==> src/rtl/mips_cpu_divider.sv <==
// Multi-cycle radix-2 restoring divider for MIPS DIV/DIVU.
// Results land in LO (quotient) and HI (remainder).
module mips_cpu_divider #(
  parameter int unsigned WIDTH = 32
) (
  input  logic             clk,
  input  logic             reset,
  input  logic             clock_enable,
  input  logic             start,
  input  logic             is_signed,
  input  logic [WIDTH-1:0] dividend,
  input  logic [WIDTH-1:0] divisor,
  output logic             busy,
  output logic             done,
  output logic [WIDTH-1:0] quotient,
  output logic [WIDTH-1:0] remainder,
  output logic             div_by_zero
);

  typedef enum logic [1:0] {IDLE, CALC, FIX, DONE} state_t;

  state_t           state_q;
  logic [5:0]       cnt_q;
  logic [WIDTH:0]   rem_q;
  logic [WIDTH-1:0] quo_q;
  logic [WIDTH-1:0] dvd_sh_q;
  logic [WIDTH-1:0] dvs_q;
  logic [WIDTH-1:0] dividend_q;
  logic             sign_a_q;
  logic             sign_b_q;
  logic             signed_q;
  logic             zero_q;
  logic [WIDTH-1:0] res_quo_q;
  logic [WIDTH-1:0] res_rem_q;
  logic             busy_q;
  logic             done_q;
  logic [WIDTH-1:0] quotient_q;
  logic [WIDTH-1:0] remainder_q;
  logic             dbz_q;

  logic             a_neg_d;
  logic             b_neg_d;
  logic [WIDTH-1:0] a_mag_d;
  logic [WIDTH-1:0] b_mag_d;
  logic [WIDTH:0]   rem_shift_d;
  logic [WIDTH:0]   rem_sub_d;
  logic             rem_ge_d;
  logic [WIDTH-1:0] quo_fix_d;
  logic [WIDTH-1:0] rem_fix_d;

  always_comb begin
    a_neg_d     = is_signed & dividend[WIDTH-1];
    b_neg_d     = is_signed & divisor[WIDTH-1];
    // Negating the most negative value wraps back to itself, which is the correct unsigned magnitude.
    a_mag_d     = a_neg_d ? ('0 - dividend) : dividend;
    b_mag_d     = b_neg_d ? ('0 - divisor) : divisor;
    rem_shift_d = {rem_q[WIDTH-1:0], dvd_sh_q[WIDTH-1]};
    rem_sub_d   = rem_shift_d - {1'b0, dvs_q};
    rem_ge_d    = rem_shift_d >= {1'b0, dvs_q};
    quo_fix_d   = quo_q;
    rem_fix_d   = rem_q[WIDTH-1:0];
    if (zero_q) begin
      quo_fix_d = '1;
      rem_fix_d = dividend_q;
    end else if (signed_q) begin
      if (sign_a_q ^ sign_b_q) quo_fix_d = '0 - quo_q;
      if (sign_a_q)            rem_fix_d = '0 - rem_q[WIDTH-1:0];
    end
  end

  always_ff @(posedge clk) begin
    if (reset) begin
      state_q     <= IDLE;
      cnt_q       <= '0;
      rem_q       <= '0;
      quo_q       <= '0;
      dvd_sh_q    <= '0;
      dvs_q       <= '0;
      dividend_q  <= '0;
      sign_a_q    <= 1'b0;
      sign_b_q    <= 1'b0;
      signed_q    <= 1'b0;
      zero_q      <= 1'b0;
      res_quo_q   <= '0;
      res_rem_q   <= '0;
      busy_q      <= 1'b0;
      done_q      <= 1'b0;
      quotient_q  <= '0;
      remainder_q <= '0;
      dbz_q       <= 1'b0;
    end else if (clock_enable) begin
      done_q <= 1'b0;
      unique case (state_q)
        IDLE: begin
          if (start) begin
            state_q    <= CALC;
            busy_q     <= 1'b1;
            cnt_q      <= '0;
            rem_q      <= '0;
            quo_q      <= '0;
            dvd_sh_q   <= a_mag_d;
            dvs_q      <= b_mag_d;
            dividend_q <= dividend;
            sign_a_q   <= a_neg_d;
            sign_b_q   <= b_neg_d;
            signed_q   <= is_signed;
            zero_q     <= (divisor == '0);
          end
        end
        CALC: begin
          dvd_sh_q <= {dvd_sh_q[WIDTH-2:0], 1'b0};
          rem_q    <= rem_ge_d ? rem_sub_d : rem_shift_d;
          quo_q    <= {quo_q[WIDTH-2:0], rem_ge_d};
          if (cnt_q == 6'(WIDTH - 1)) state_q <= FIX;
          else                        cnt_q   <= cnt_q + 6'd1;
        end
        FIX: begin
          res_quo_q <= quo_fix_d;
          res_rem_q <= rem_fix_d;
          busy_q    <= 1'b0;
          state_q   <= DONE;
        end
        DONE: begin
          quotient_q  <= res_quo_q;
          remainder_q <= res_rem_q;
          dbz_q       <= zero_q;
          done_q      <= 1'b1;
          state_q     <= IDLE;
        end
        default: state_q <= IDLE;
      endcase
    end
  end

  assign busy        = busy_q;
  assign done        = done_q;
  assign quotient    = quotient_q;
  assign remainder   = remainder_q;
  assign div_by_zero = dbz_q;

endmodule
==> config.mk <==
export PLATFORM = sky130hd
export DESIGN_NAME = mips_cpu_divider
export DESIGN_NICKNAME = d
export VERILOG_FILES = /design/src/rtl/mips_cpu_divider.sv
export SDC_FILE = /design/constraint.sdc
export NUM_CORES = 1
export LEC_CHECK = 0
export BUFFER_PORTS_ARGS = -buffer_cell sky130_fd_sc_hd__buf_2
export CORE_MARGIN = 8
export CORE_UTILIZATION = 34
export CTS_CLUSTER_SIZE = 20
export DETAILED_ROUTE_END_ITERATION = 10
export PLACE_DENSITY = 0.6
export SYNTH_ARGS = -nofsm -noshare
export SYNTH_HDL_FRONTEND = slang
export SYNTH_SLANG_ARGS = --single-unit
==> constraint.sdc <==
create_clock -name clk -period 5.28 [get_ports clk]
set_input_delay 0.792 -clock clk [delete_from_list [all_inputs] [get_ports clk]]
set_output_delay 0.792 -clock clk [all_outputs]
set_load 0.05 [all_outputs]
Word-level counts from Yosys, hierarchy flattened
Cells that the tools add are included.
{"block": "word_totals", "reg_bits": 303, "out_inout_bits": 67, "elab_cells": 70}
{"block": "op_classes", "add_sub_neg": 6, "magnitude_cmp": 1, "n_eq_ne": 7, "n_mux": 24, "n_bitwise": 3, "n_reduce_logical": 11}
{"op": "$mux W32", "count": 12}
{"op": "$pmux W32 S2", "count": 3}
{"op": "$sub A1 B32 Y32 const A", "count": 4}
{"op": "$ge A33 B32 Y1", "count": 1}
{"op": "$logic_not A32 Y1", "count": 1}
{"op": "$sub A32 B32 Y32", "count": 1}
{"op": "$mux W6", "count": 2}
{"op": "$pmux W6 S2", "count": 1}
{"op": "$reduce_and A3 Y1", "count": 4}
{"op": "$pmux W2 S4", "count": 1}
{"op": "$add A6 B1 Y6 const B", "count": 1}
{"op": "$eq A6 B5 Y1 const B", "count": 1}
{"op": "$ne A2 B2 Y1 const B", "count": 3}
{"op": "$eq A2 B2 Y1 const B", "count": 2}
{"op": "$mux W2", "count": 2}
{"op": "$reduce_and A2 Y1", "count": 2}
{"op": "$reduce_and A4 Y1", "count": 1}
{"op": "$reduce_bool A2 Y1", "count": 2}
{"op": "$and A1 B1 Y1", "count": 2}
{"op": "$eq A2 B1 Y1 const B", "count": 1}
{"op": "$logic_not A2 Y1", "count": 1}
{"op": "$mux W1", "count": 2}
{"op": "$pmux W1 S2", "count": 1}
{"op": "$xor A1 B1 Y1", "count": 1}

Depth between registers and ports, before layout
Gate-level depths: netlist (run 1).
{"block": "logic_depth", "ltp_word": 4, "mapped_depth": 12, "depth_no_buf": 12}

Least setup slack after synthesis (run 1)
No wires, ideal clock.
{"block": "synth_timing", "kind": "input -> register", "startpoint": "in divisor[8]", "endpoint": "reg dvs_q[29]", "setup_ns": 0.086, "t_arrival_ns": 2.751, "required_time_ns": 5.194, "slack_ns": 2.443, "cell_stages": 8, "path_buffers": 0, "cell_sequence": "or4_1 > or3_1 > or2_1 > nor3_4 > nand2_1 > o31ai_2 > xor2_1 > a211oi_1"}
{"block": "synth_via", "elab_chain_len": 2}
{"item": "from (decl)", "line": "12", "text": "input logic [WIDTH-1:0] divisor,"}
{"item": "$sub A1 B32 Y32", "line": "56", "text": "b_mag_d = b_neg_d ? ('0 - divisor) : divisor;"}
{"item": "$mux W32", "line": "56"}
{"item": "to (signal assigned)", "line": "102", "text": "dvs_q <= b_mag_d;"}
{"item": "to (decl)", "line": "27", "text": "logic [WIDTH-1:0] dvs_q;"}
No other way between the ends.
A chain may end at the register's enable or synchronous reset.

Worst setup path after layout (run 1)
{"block": "layout_timing", "startpoint": "reg rem_q[5]", "endpoint": "reg rem_q[14]"}
{"block": "layout_via", "elab_chain_len": 3, "word_cells_on_any_way": 4}
{"item": "from (decl)", "line": "24", "text": "logic [WIDTH:0] rem_q;"}
{"item": "from (signal assigned)", "line": "112", "text": "rem_q <= rem_ge_d ? rem_sub_d : rem_shift_d;"}
{"item": "$sub A32 B32 Y32 or $ge A33 B32 Y1 (tied branches)", "line": "58, 59"}
{"item": "$mux W32 *", "line": "112"}
{"item": "$pmux W32 S2 *", "line": "93", "text": "unique case (state_q)"}
Every way passes the cells marked *; elsewhere a longest branch is shown, timed or not.

==> results of run 1 <==
==> worst max path at each step <==
stage	to	start	slack [ps]
after global placement	rem_q[12]	rem_q[4]	1920
after detailed placement	rem_q[12]	rem_q[4]	1840
after global routing	rem_q[14]	rem_q[4]	1530
final	rem_q[14]	rem_q[5]	1780
after CTS	rem_q[14]	rem_q[15]	1830
after floorplan	dvs_q[29]	divisor[8]	2440
==> final cells by class <==
class	count	area, um^2	share of cell area
timing repair buffer	154	840	0.0457
clock inverter	14	209	0.0114
tap	607	759	0.0414
inverter	58	218	0.0119
multi-input combinational	1624	9160	0.499
sequential	303	6070	0.331
clock buffer	52	1100	0.0602
==> tightest hold or removal path: cells and delay by family, from the launching register on <==
family             cells  cell delay, ps
DFF                    1             300
and+or+nand+nor        1              50
AOI/OAI and AO/OA      1              50
==> sequential cells by signal (all words and copies together) (netlist names), 2 cells and up <==
name	cells
dividend_q	32
dvd_sh_q	32
dvs_q	32
quo_q	32
quotient	32
rem_q	32
remainder	32
res_quo_q	32
res_rem_q	32
cnt_q	6
state_q	2
==> cells in the mapped netlist (41+ instances only) <==
cell type    n
o21ai_1     48
inv_1       58
nand3_1     51
ha_1        41
nand2_1    472
xnor2_1     77
dfxtp_1    303
xor2_1      65
nor2_1     152
o21ai_0     89
clkbuf_1   126
nor3_1      56
a21oi_1    251
==> routing by layer <==
metal,global-route usage,share of wire
met1,0.224,0.45
met2,0.295,0.47
met3,0.0245,0.047
met4,0.0614,0.031
met5,0,0
==> power breakdown <==
group | total (mW) | switching [mW] | internal (mW)
clock network | 2.70 | 0.997 | 1.71
logic | 0.797 | 0.521 | 0.275
registers | 2.40 | 0.0417 | 2.36
total | 5.90 | 1.56 | 4.34
==> per-stage QoR <==
step                hold WS [ps]  setup slack [ps]
finish                       450              1780
floorplan                    431              2440
global route                 468              1530
global placement             440              1920
CTS                          453              1830
detailed placement           445              1840
==> cell families (layout without fill, tap and decap cells) <==
kind of cell	after synthesis	after routing	share of synthesized area
and+or+nand+nor	846	846	0.233
AOI/OAI and AO/OA	564	564	0.209
DFF	303	303	0.379
buffers and inverters	207	278	0.0499
xor gates and xnor gates	142	142	0.0777
adders and majority gates	42	42	0.0333
muxes	30	30	0.0188
==> results.json, run 1 <==
{
  "r2r_end": "rem_q[14]",
  "insertion_delay_ps": 540,
  "period_needed_ps": 3500,
  "cp_num_buf_inv": 1,
  "rsz0062_at_grt": "no",
  "cp.depth": 10,
  "coreArea_mm2": 0.0466,
  "r2r_slack_ps": 1780,
  "io_buffers": 135,
  "synthTopCellsByArea": "dfxtp_1 (38%), nand2_1 (11%), a21oi_1 (7.8%), xnor2_1 (4.2%), nor2_1 (3.6%)",
  "slew_headroom": 0.272,
  "start_kind": "flop",
  "path_max_fanout": 22,
  "post-route-util": 0.394,
  "hold_path.class": "flop to flop",
  "drv_slew": 0,
  "p_leak_nw": 6.72,
  "cap_violations": 0,
  "grt_use_total": 0.174,
  "synth_cell_types": 70,
  "layout_commonest_cell": "nand2_1",
  "cp_common_cell": "o21ai_1",
  "antennaDiodeCount": 0,
  "fillers": 4800,
  "place_inst": 2746,
  "irDropWorstVdd_mv": 0.256,
  "clk_pin_slew_ps": 60,
  "avgSynthCellArea_um2": 7.50,
  "setup_viol": 0,
  "overflow": 0,
  "hp-start": "quotient[14]",
  "cp_cell_sequence": "ha_1 > o21ai_1 > or3b_1 > a31oi_4 > o2111ai_1 > o2111a_1 > o311ai_4 > buf_12 > mux2i_1 > o21ai_1",
  "cts_tree": "done",
  "path_class": "flop to flop",
  "synth_top_cell_area_share": 0.379,
  "syn_nets": 2245,
  "critPathMaxStageDelay_ps": 900,
  "ctsRootBufferMaster": "clkbuf_16",
  "critical_path.top_delay_family": "compound AO/OA/AOI/OAI gates",
  "ys_seq_area_frac": 0.379,
  "first_pass_iters": 7,
  "die_w_um": 233,
  "floorplan.rows": 79,
  "total_power_mw": 5.90,
  "yosysTopAreaCell": "dfxtp_1",
  "drc": 0,
  "crit_path_end_kind": "flop",
  "status": "complete, no violations",
  "drive_gt1_frac": 0.110,
  "io_pins": 136,
  "area_growth_pct": 14.7,
  "worstHoldPathCells": 2,
  "place.gp.congestion": 0.917,
  "post-cts-setup-buffers": 0,
  "max_freq_mhz": 286,
  "antenna_found_initial": 0,
  "r2r.worst_path.cells": 10,
  "skew_ps": 19.5,
  "worstMarginPinSlew_ps": 1090,
  "grt_pass1_wl_um": 77400,
  "stdcell_area_mm2": 0.0184,
  "place.detailed.hpwl_um": 35500,
  "synth_edf_count": 0,
  "hold_viol_final": 0,
  "tns_ps": 0,
  "wl_per_cell_um": 17.2,
  "stdcell_count": 2812,
  "cpMaxStageDelayCell": "o311ai_4",
  "cts_buffer_depth": 3,
  "start_util": 0.344,
  "synthArstFlopShare": 0,
  "netlist_area_mm2": 0.0160,
  "die-area_mm2": 0.0543,
  "route.vias.total": 14730,
  "cts_hold_buf": 0,
  "r2r_start": "rem_q[5]",
  "worstPathArrival_ps": 3920,
  "yosys_warnings": 0,
  "via_per_inst": 5.24,
  "yosys_most_used_dff": "dfxtp_1",
  "worstPathRequired_ps": 5700,
  "p_per_area_mw_per_mm2": 321,
  "synth-seq-cells": 303,
  "layout_common_cells": "nand2_1 (471), dfxtp_1 (302), a21oi_1 (251)",
  "placed_cell_area_mm2": 0.0170,
  "nets": 2289,
  "totalWireLength_um": 48200,
  "dieHeight_um": 233,
  "grt_pass1_vias": 14296,
  "grt_max_degree": 106,
  "min_period_over_period": 0.663,
  "cts_buffers": 37,
  "synth_cells": 2134,
  "cts_resized": 0,
  "clock-sinks": 303,
  "htreeDepth": 2,
  "drt_iter0_markers": 1104,
  "min_to": "quotient[14]",
  "ant_nets": 0
}
(Power assumes the default switching activity.)
==> inputs of run 2 (changes only) <==
PLACE_DENSITY = 0.62   (was 0.6)
clock period = 3.02 ns   (was 5.28 ns; I/O delays follow)
==> run 2 against run 1 <==
Cell area grew 2.4%. Critical path depth grew 2. Via count grew 1.3%. Cell count grew 1.5%. Sequential power grew 75%. First-iteration DRC count shrank 10%. Flip-flop and latch count is the same. Die area is the same. Maximum frequency grew 23%. Clock skew shrank 2.7 ps. Register-to-register slack lost 1600 ps. Critical endpoint is now rem_q[9]. Highest routed layer unchanged.
==> results.json, run 2 (synthesis results as in run 1) <==
{
  "status": "complete, no violations",
  "via_per_inst": 5.23,
  "timing.final.ws_setup_ps": 177,
  "crit_path_end_kind": "flop",
  "slew_headroom": 0.465,
  "route.vias.total": 14927,
  "first_pass_iters": 7,
  "die-area_mm2": 0.0543,
  "ant_nets": 0,
  "layout_common_cells": "nand2_1 (471), dfxtp_1 (302), a21oi_1 (251)",
  "worstPathArrival_ps": 3260,
  "comb_power_share": 0.138,
  "placed_cell_area_mm2": 0.0174,
  "hold_viol_final": 0,
  "totalWireLength_um": 47400,
  "clockPowerShare": 0.461,
  "grt_pass1_wl_um": 75200,
  "hold_path.class": "input port to flop",
  "setup_viol": 0,
  "cts_buffers": 36,
  "seqPwrFrac": 0.401,
  "cp_cell_sequence": "inv_1 > ha_1 > o21ai_1 > or3b_1 > a31oi_4 > o2111ai_1 > o2111a_2 > o311ai_4 > buf_12 > clkbuf_16 > mux2i_1 > o21ai_1",
  "post-route-util": 0.404,
  "cts_buffer_depth": 3,
  "path_max_fanout": 10,
  "worstPathRequired_ps": 3440,
  "stdcell_area_mm2": 0.0188,
  "irDropWorstVdd_mv": 0.489,
  "nets": 2330,
  "min_period_over_period": 0.941,
  "tns_ps": 0,
  "drt_iter0_markers": 994,
  "io_buffers": 135,
  "io_pins": 136,
  "wl_per_cell_um": 16.6,
  "p_sw_frac": 0.264,
  "dr.max_layer_used": "met4",
  "cts_tree": "done",
  "wl_met2_um": 22300,
  "clock-sinks": 303,
  "r2r_slack_ps": 180,
  "coreArea_mm2": 0.0466,
  "area_growth_pct": 17.5,
  "m1WireLength_um": 21100,
  "period_needed_ps": 2840,
  "p_leak_nw": 6.96,
  "cpMaxStageDelayCell": "or3b_1",
  "cts_hold_buf": 0,
  "p_sw_mw": 2.77,
  "cp_num_buf_inv": 3,
  "layout_commonest_cell": "nand2_1",
  "drive_gt1_frac": 0.127,
  "antennaDiodeCount": 0,
  "grt_pass1_vias": 14079,
  "p_per_area_mw_per_mm2": 556,
  "grt_use_total": 0.169,
  "insertion_delay_ps": 550,
  "fillers": 4787,
  "total_power_mw": 10.5,
  "place.gp.congestion": 0.860,
  "start_kind": "flop",
  "floorplan.rows": 79,
  "max_freq_mhz": 352,
  "cap_violations": 0,
  "clk_pin_slew_ps": 60,
  "start_util": 0.344,
  "worstMarginPinSlew_ps": 800,
  "internal_power_mw": 7.69,
  "wl_met3_um": 2420,
  "place_ws_ps": 77.3,
  "antenna_found_initial": 0,
  "cp_common_cell": "o21ai_1",
  "skew_ps": 16.7,
  "drv_slew": 0,
  "ctsRootBufferMaster": "clkbuf_16",
  "critical_path.top_delay_family": "compound AO/OA/AOI/OAI gates",
  "critPathMaxStageDelay_ps": 400,
  "htreeDepth": 2,
  "die_w_um": 233,
  "path_class": "flop to flop",
  "place.detailed.hpwl_um": 34500,
  "dieHeight_um": 233,
  "drc": 0,
  "grt_max_degree": 108,
  "rsz0062_at_grt": "no",
  "overflow": 0
}
run 2: cell types whose count changed in the layout (fill, tap and decap cells not counted), sizes merged:
cell / change
bufinv: +3
clkbuf: -2
clkinvlp: +2
buf: +40
clkinv: -2
run 2: worst register-to-register path, stage by stage, from the launching register on:
cell and delay [ps]:
dfxtp_1 330, inv_1 50, ha_1 350, o21ai_1 90, or3b_1 400, a31oi_4 240
o2111ai_1 140, o2111a_2 230, o311ai_4 260, buf_12 160, clkbuf_16 190, mux2i_1 210
o21ai_1 70
run 2: timing repair:
| item | 4_1_cts | 5_1_grt |
|---|---|---|
| setup buffers | 0 | 1 |
| resized for setup | 0 | 4 |
| setup endpoints to repair | 0 | 29 |
run 2: worst paths after layout:
kind	start	endpoint	cells past startpoint
setup / recovery	dvs_q[6]	rem_q[9]	12
hold / removal	dividend[16]	dividend_q[16]	3
setup reg to reg	dvs_q[6]	rem_q[9]	12
hold reg to reg	remainder[6]	remainder[6]	2
run 2: cell type report:
class                      count  area [um^2]  area share
inverter                      58          218      0.0116
tap                          607          759      0.0404
multi-input combinational   1624         9190       0.489
sequential                   303         6070       0.323
timing repair buffer         196         1250      0.0666
clock inverter                17          323      0.0172
clock buffer                  48          996      0.0530
run 2: per-layer routing:
layer  vias to the layer above  GRT usage
met4                         0     0.0612
met3                        84     0.0257
li1                       7528          -
met1                      6956      0.219
met2                       359      0.281
met5                         -          0
run 2: metrics by stage:
stage	cells	hold slack, ps
after floorplan	2134	431
after global placement	2785	440
after detailed placement	2785	445
after CTS	2850	158
after global routing	2853	172
final	2853	188
run 2: power groups by stage:
| stage | clock network (mW) | logic [mW] | registers [mW] |
|---|---|---|---|
| after floorplan | 0 | 0.988 | 4.27 |
| after CTS | 4.95 | 1.40 | 4.20 |
| final | 4.82 | 1.44 | 4.20 |
| after detailed placement | 0 | 1.39 | 4.28 |
| after global routing | 5.09 | 1.60 | 4.21 |
| after global placement | 0 | 1.39 | 4.28 |
==> inputs of run 3 (changes only) <==
CORE_UTILIZATION = 45   (was 34)
PLACE_DENSITY = 0.75   (was 0.62)
==> run 3 against run 2 <==
Cell area shrank 2.3%. Non-clock buffer count up 5. Cell count is 5.1% lower. Global-route usage grew 4.0 points. Critical endpoint is now rem_q[3]. Highest routed layer unchanged.
==> results.json, run 3 (synthesis results as in run 1) <==
{
  "fillers": 3428,
  "hold_viol_final": 0,
  "worstPathRequired_ps": 3410,
  "critPathCapture": "rem_q[3]",
  "ctsRootBufferMaster": "clkbuf_16",
  "cap_violations": 0,
  "dieHeight_um": 205,
  "hold_path.class": "input port to flop",
  "worstPathArrival_ps": 3270,
  "coreArea_mm2": 0.0353,
  "irDropWorstVdd_mv": 0.435,
  "stdcell_area_mm2": 0.0184,
  "r2r_start": "dvs_q[6]",
  "p_sw_mw": 2.62,
  "startpoint": "dvs_q[6]",
  "antenna_found_initial": 0,
  "die_w_um": 205,
  "max_freq_mhz": 347,
  "wl_per_cell_um": 16.8,
  "internal_power_mw": 7.03,
  "status": "complete, no violations",
  "start_util": 0.453,
  "insertion_delay_ps": 510,
  "path_max_fanout": 17,
  "antennaDiodeCount": 0,
  "r2r.worst_path.cells": 11,
  "cts_buffers": 34,
  "drc": 0,
  "worstMarginPinSlew_ps": 739,
  "hold_ws_ps": 223,
  "place.detailed.hpwl_um": 33400,
  "io_buffers": 135,
  "start_kind": "flop",
  "clockPowerShare": 0.419,
  "tns_ps": 0,
  "p_per_area_mw_per_mm2": 526,
  "ant_nets": 0,
  "totalWireLength_um": 45400,
  "min_period_over_period": 0.954,
  "grt_pass1_vias": 14294,
  "r2r_end": "rem_q[3]",
  "via_per_inst": 5.59,
  "drv_slew": 0,
  "cts_buffer_depth": 3,
  "p_sw_frac": 0.272,
  "r2r_slack_ps": 140,
  "layout_common_cells": "nand2_1 (471), dfxtp_1 (301), a21oi_1 (251)",
  "grt_use_total": 0.208,
  "cts_hold_buf": 0,
  "crit_path_end_kind": "flop",
  "cts_tree": "done",
  "rsz0062_at_grt": "no",
  "worstHoldPathCells": 3,
  "die-area_mm2": 0.0419,
  "place.gp.congestion": 0.940,
  "clock-sinks": 303,
  "grt_pass1_wl_um": 72800,
  "floorplan.rows": 69,
  "grt_max_degree": 96,
  "slew_headroom": 0.507,
  "overflow": 0,
  "placed_cell_area_mm2": 0.0172,
  "drt_iter0_markers": 1071,
  "route.vias.total": 15143,
  "nets": 2333,
  "drive_gt1_frac": 0.127,
  "comb_power_share": 0.147,
  "seqPwrFrac": 0.435,
  "period_needed_ps": 2880,
  "htreeDepth": 2,
  "path_class": "flop to flop",
  "area_growth_pct": 14.7,
  "clk_pin_slew_ps": 60,
  "setup_viol": 0,
  "layout_commonest_cell": "nand2_1",
  "p_leak_nw": 6.87,
  "skew_ps": 9.80,
  "first_pass_iters": 8,
  "io_pins": 136
}
==> run 3: changes by cell type in the layout (fill, tap and decap cells not counted), moves of 2 or more <==
| cell | delta |
|---|---|
| buf_12 | -2 |
| buf_4 | +8 |
| clkbuf_8 | -2 |
| clkbuf_1 | -3 |
| clkinv_2 | +8 |
| clkbuf_16 | -2 |
| bufinv_16 | -6 |
==> run 3: cell type report <==
class | count | area, um^2 | area share
multi-input cells | 1624 | 9160 | 0.499
flip-flops and latches | 303 | 6070 | 0.331
repair buffers | 201 | 1250 | 0.0679
clock buffers | 42 | 932 | 0.0508
well taps | 461 | 577 | 0.0314
inverters | 58 | 218 | 0.0119
clock inverters | 18 | 159 | 0.00865
==> run 3: worst min path at each step <==
| stage | slack, ps | to | from |
|---|---|---|---|
| final | 220 | dividend_q[29] | dividend[29] |
| after global routing | 220 | dividend_q[29] | dividend[29] |
| after CTS | 220 | dividend_q[9] | dividend[9] |
| after detailed placement | 440 | dvd_sh_q[11] | dvd_sh_q[11] |
| after global placement | 440 | dvd_sh_q[5] | dvd_sh_q[5] |
| after floorplan | 430 | dividend_q[19] | dividend_q[19] |
==> run 3: what timing repair did <==
item	4_1_cts	5_1_grt
resized for setup	0	2
buffers inserted	0	1
hold endpoints to repair	0	0
setup endpoints to repair	0	25
==> run 3: critical path, cell delays in order, from the launching register on <==
cell	delay (ps)
dfxtp_1	350
inv_1	50
ha_1	360
o21ai_1	100
or3b_1	400
a31oi_4	220
o2111ai_1	140
o2111a_2	220
o311ai_4	350
clkbuf_16	280
mux2i_1	210
o21ai_1	70
==> run 3: through the flow <==
step	setup WS [ps]	total power, mW	util	instances
after floorplan	391	5.25	-	2134
after global placement	216	5.64	0.488	2645
after detailed placement	131	5.67	0.488	2645
after CTS	101	9.70	0.519	2705
after global routing	7.66	10.0	0.520	2707
final	139	9.65	0.520	2707
==> run 3: layer usage <==
layer  wire, um  global-route usage
met2      21700               0.358
met4       1730              0.0864
met3       2360              0.0288
met5          0                   0
met1      19600               0.259
==> run 3: power groups by stage <==
stage | clock network [mW] | registers [mW] | logic [mW]
after floorplan | 0 | 4.27 | 0.988
after global placement | 0 | 4.27 | 1.37
after detailed placement | 0 | 4.28 | 1.38
after CTS | 4.12 | 4.19 | 1.39
after global routing | 4.28 | 4.21 | 1.56
final | 4.04 | 4.20 | 1.42
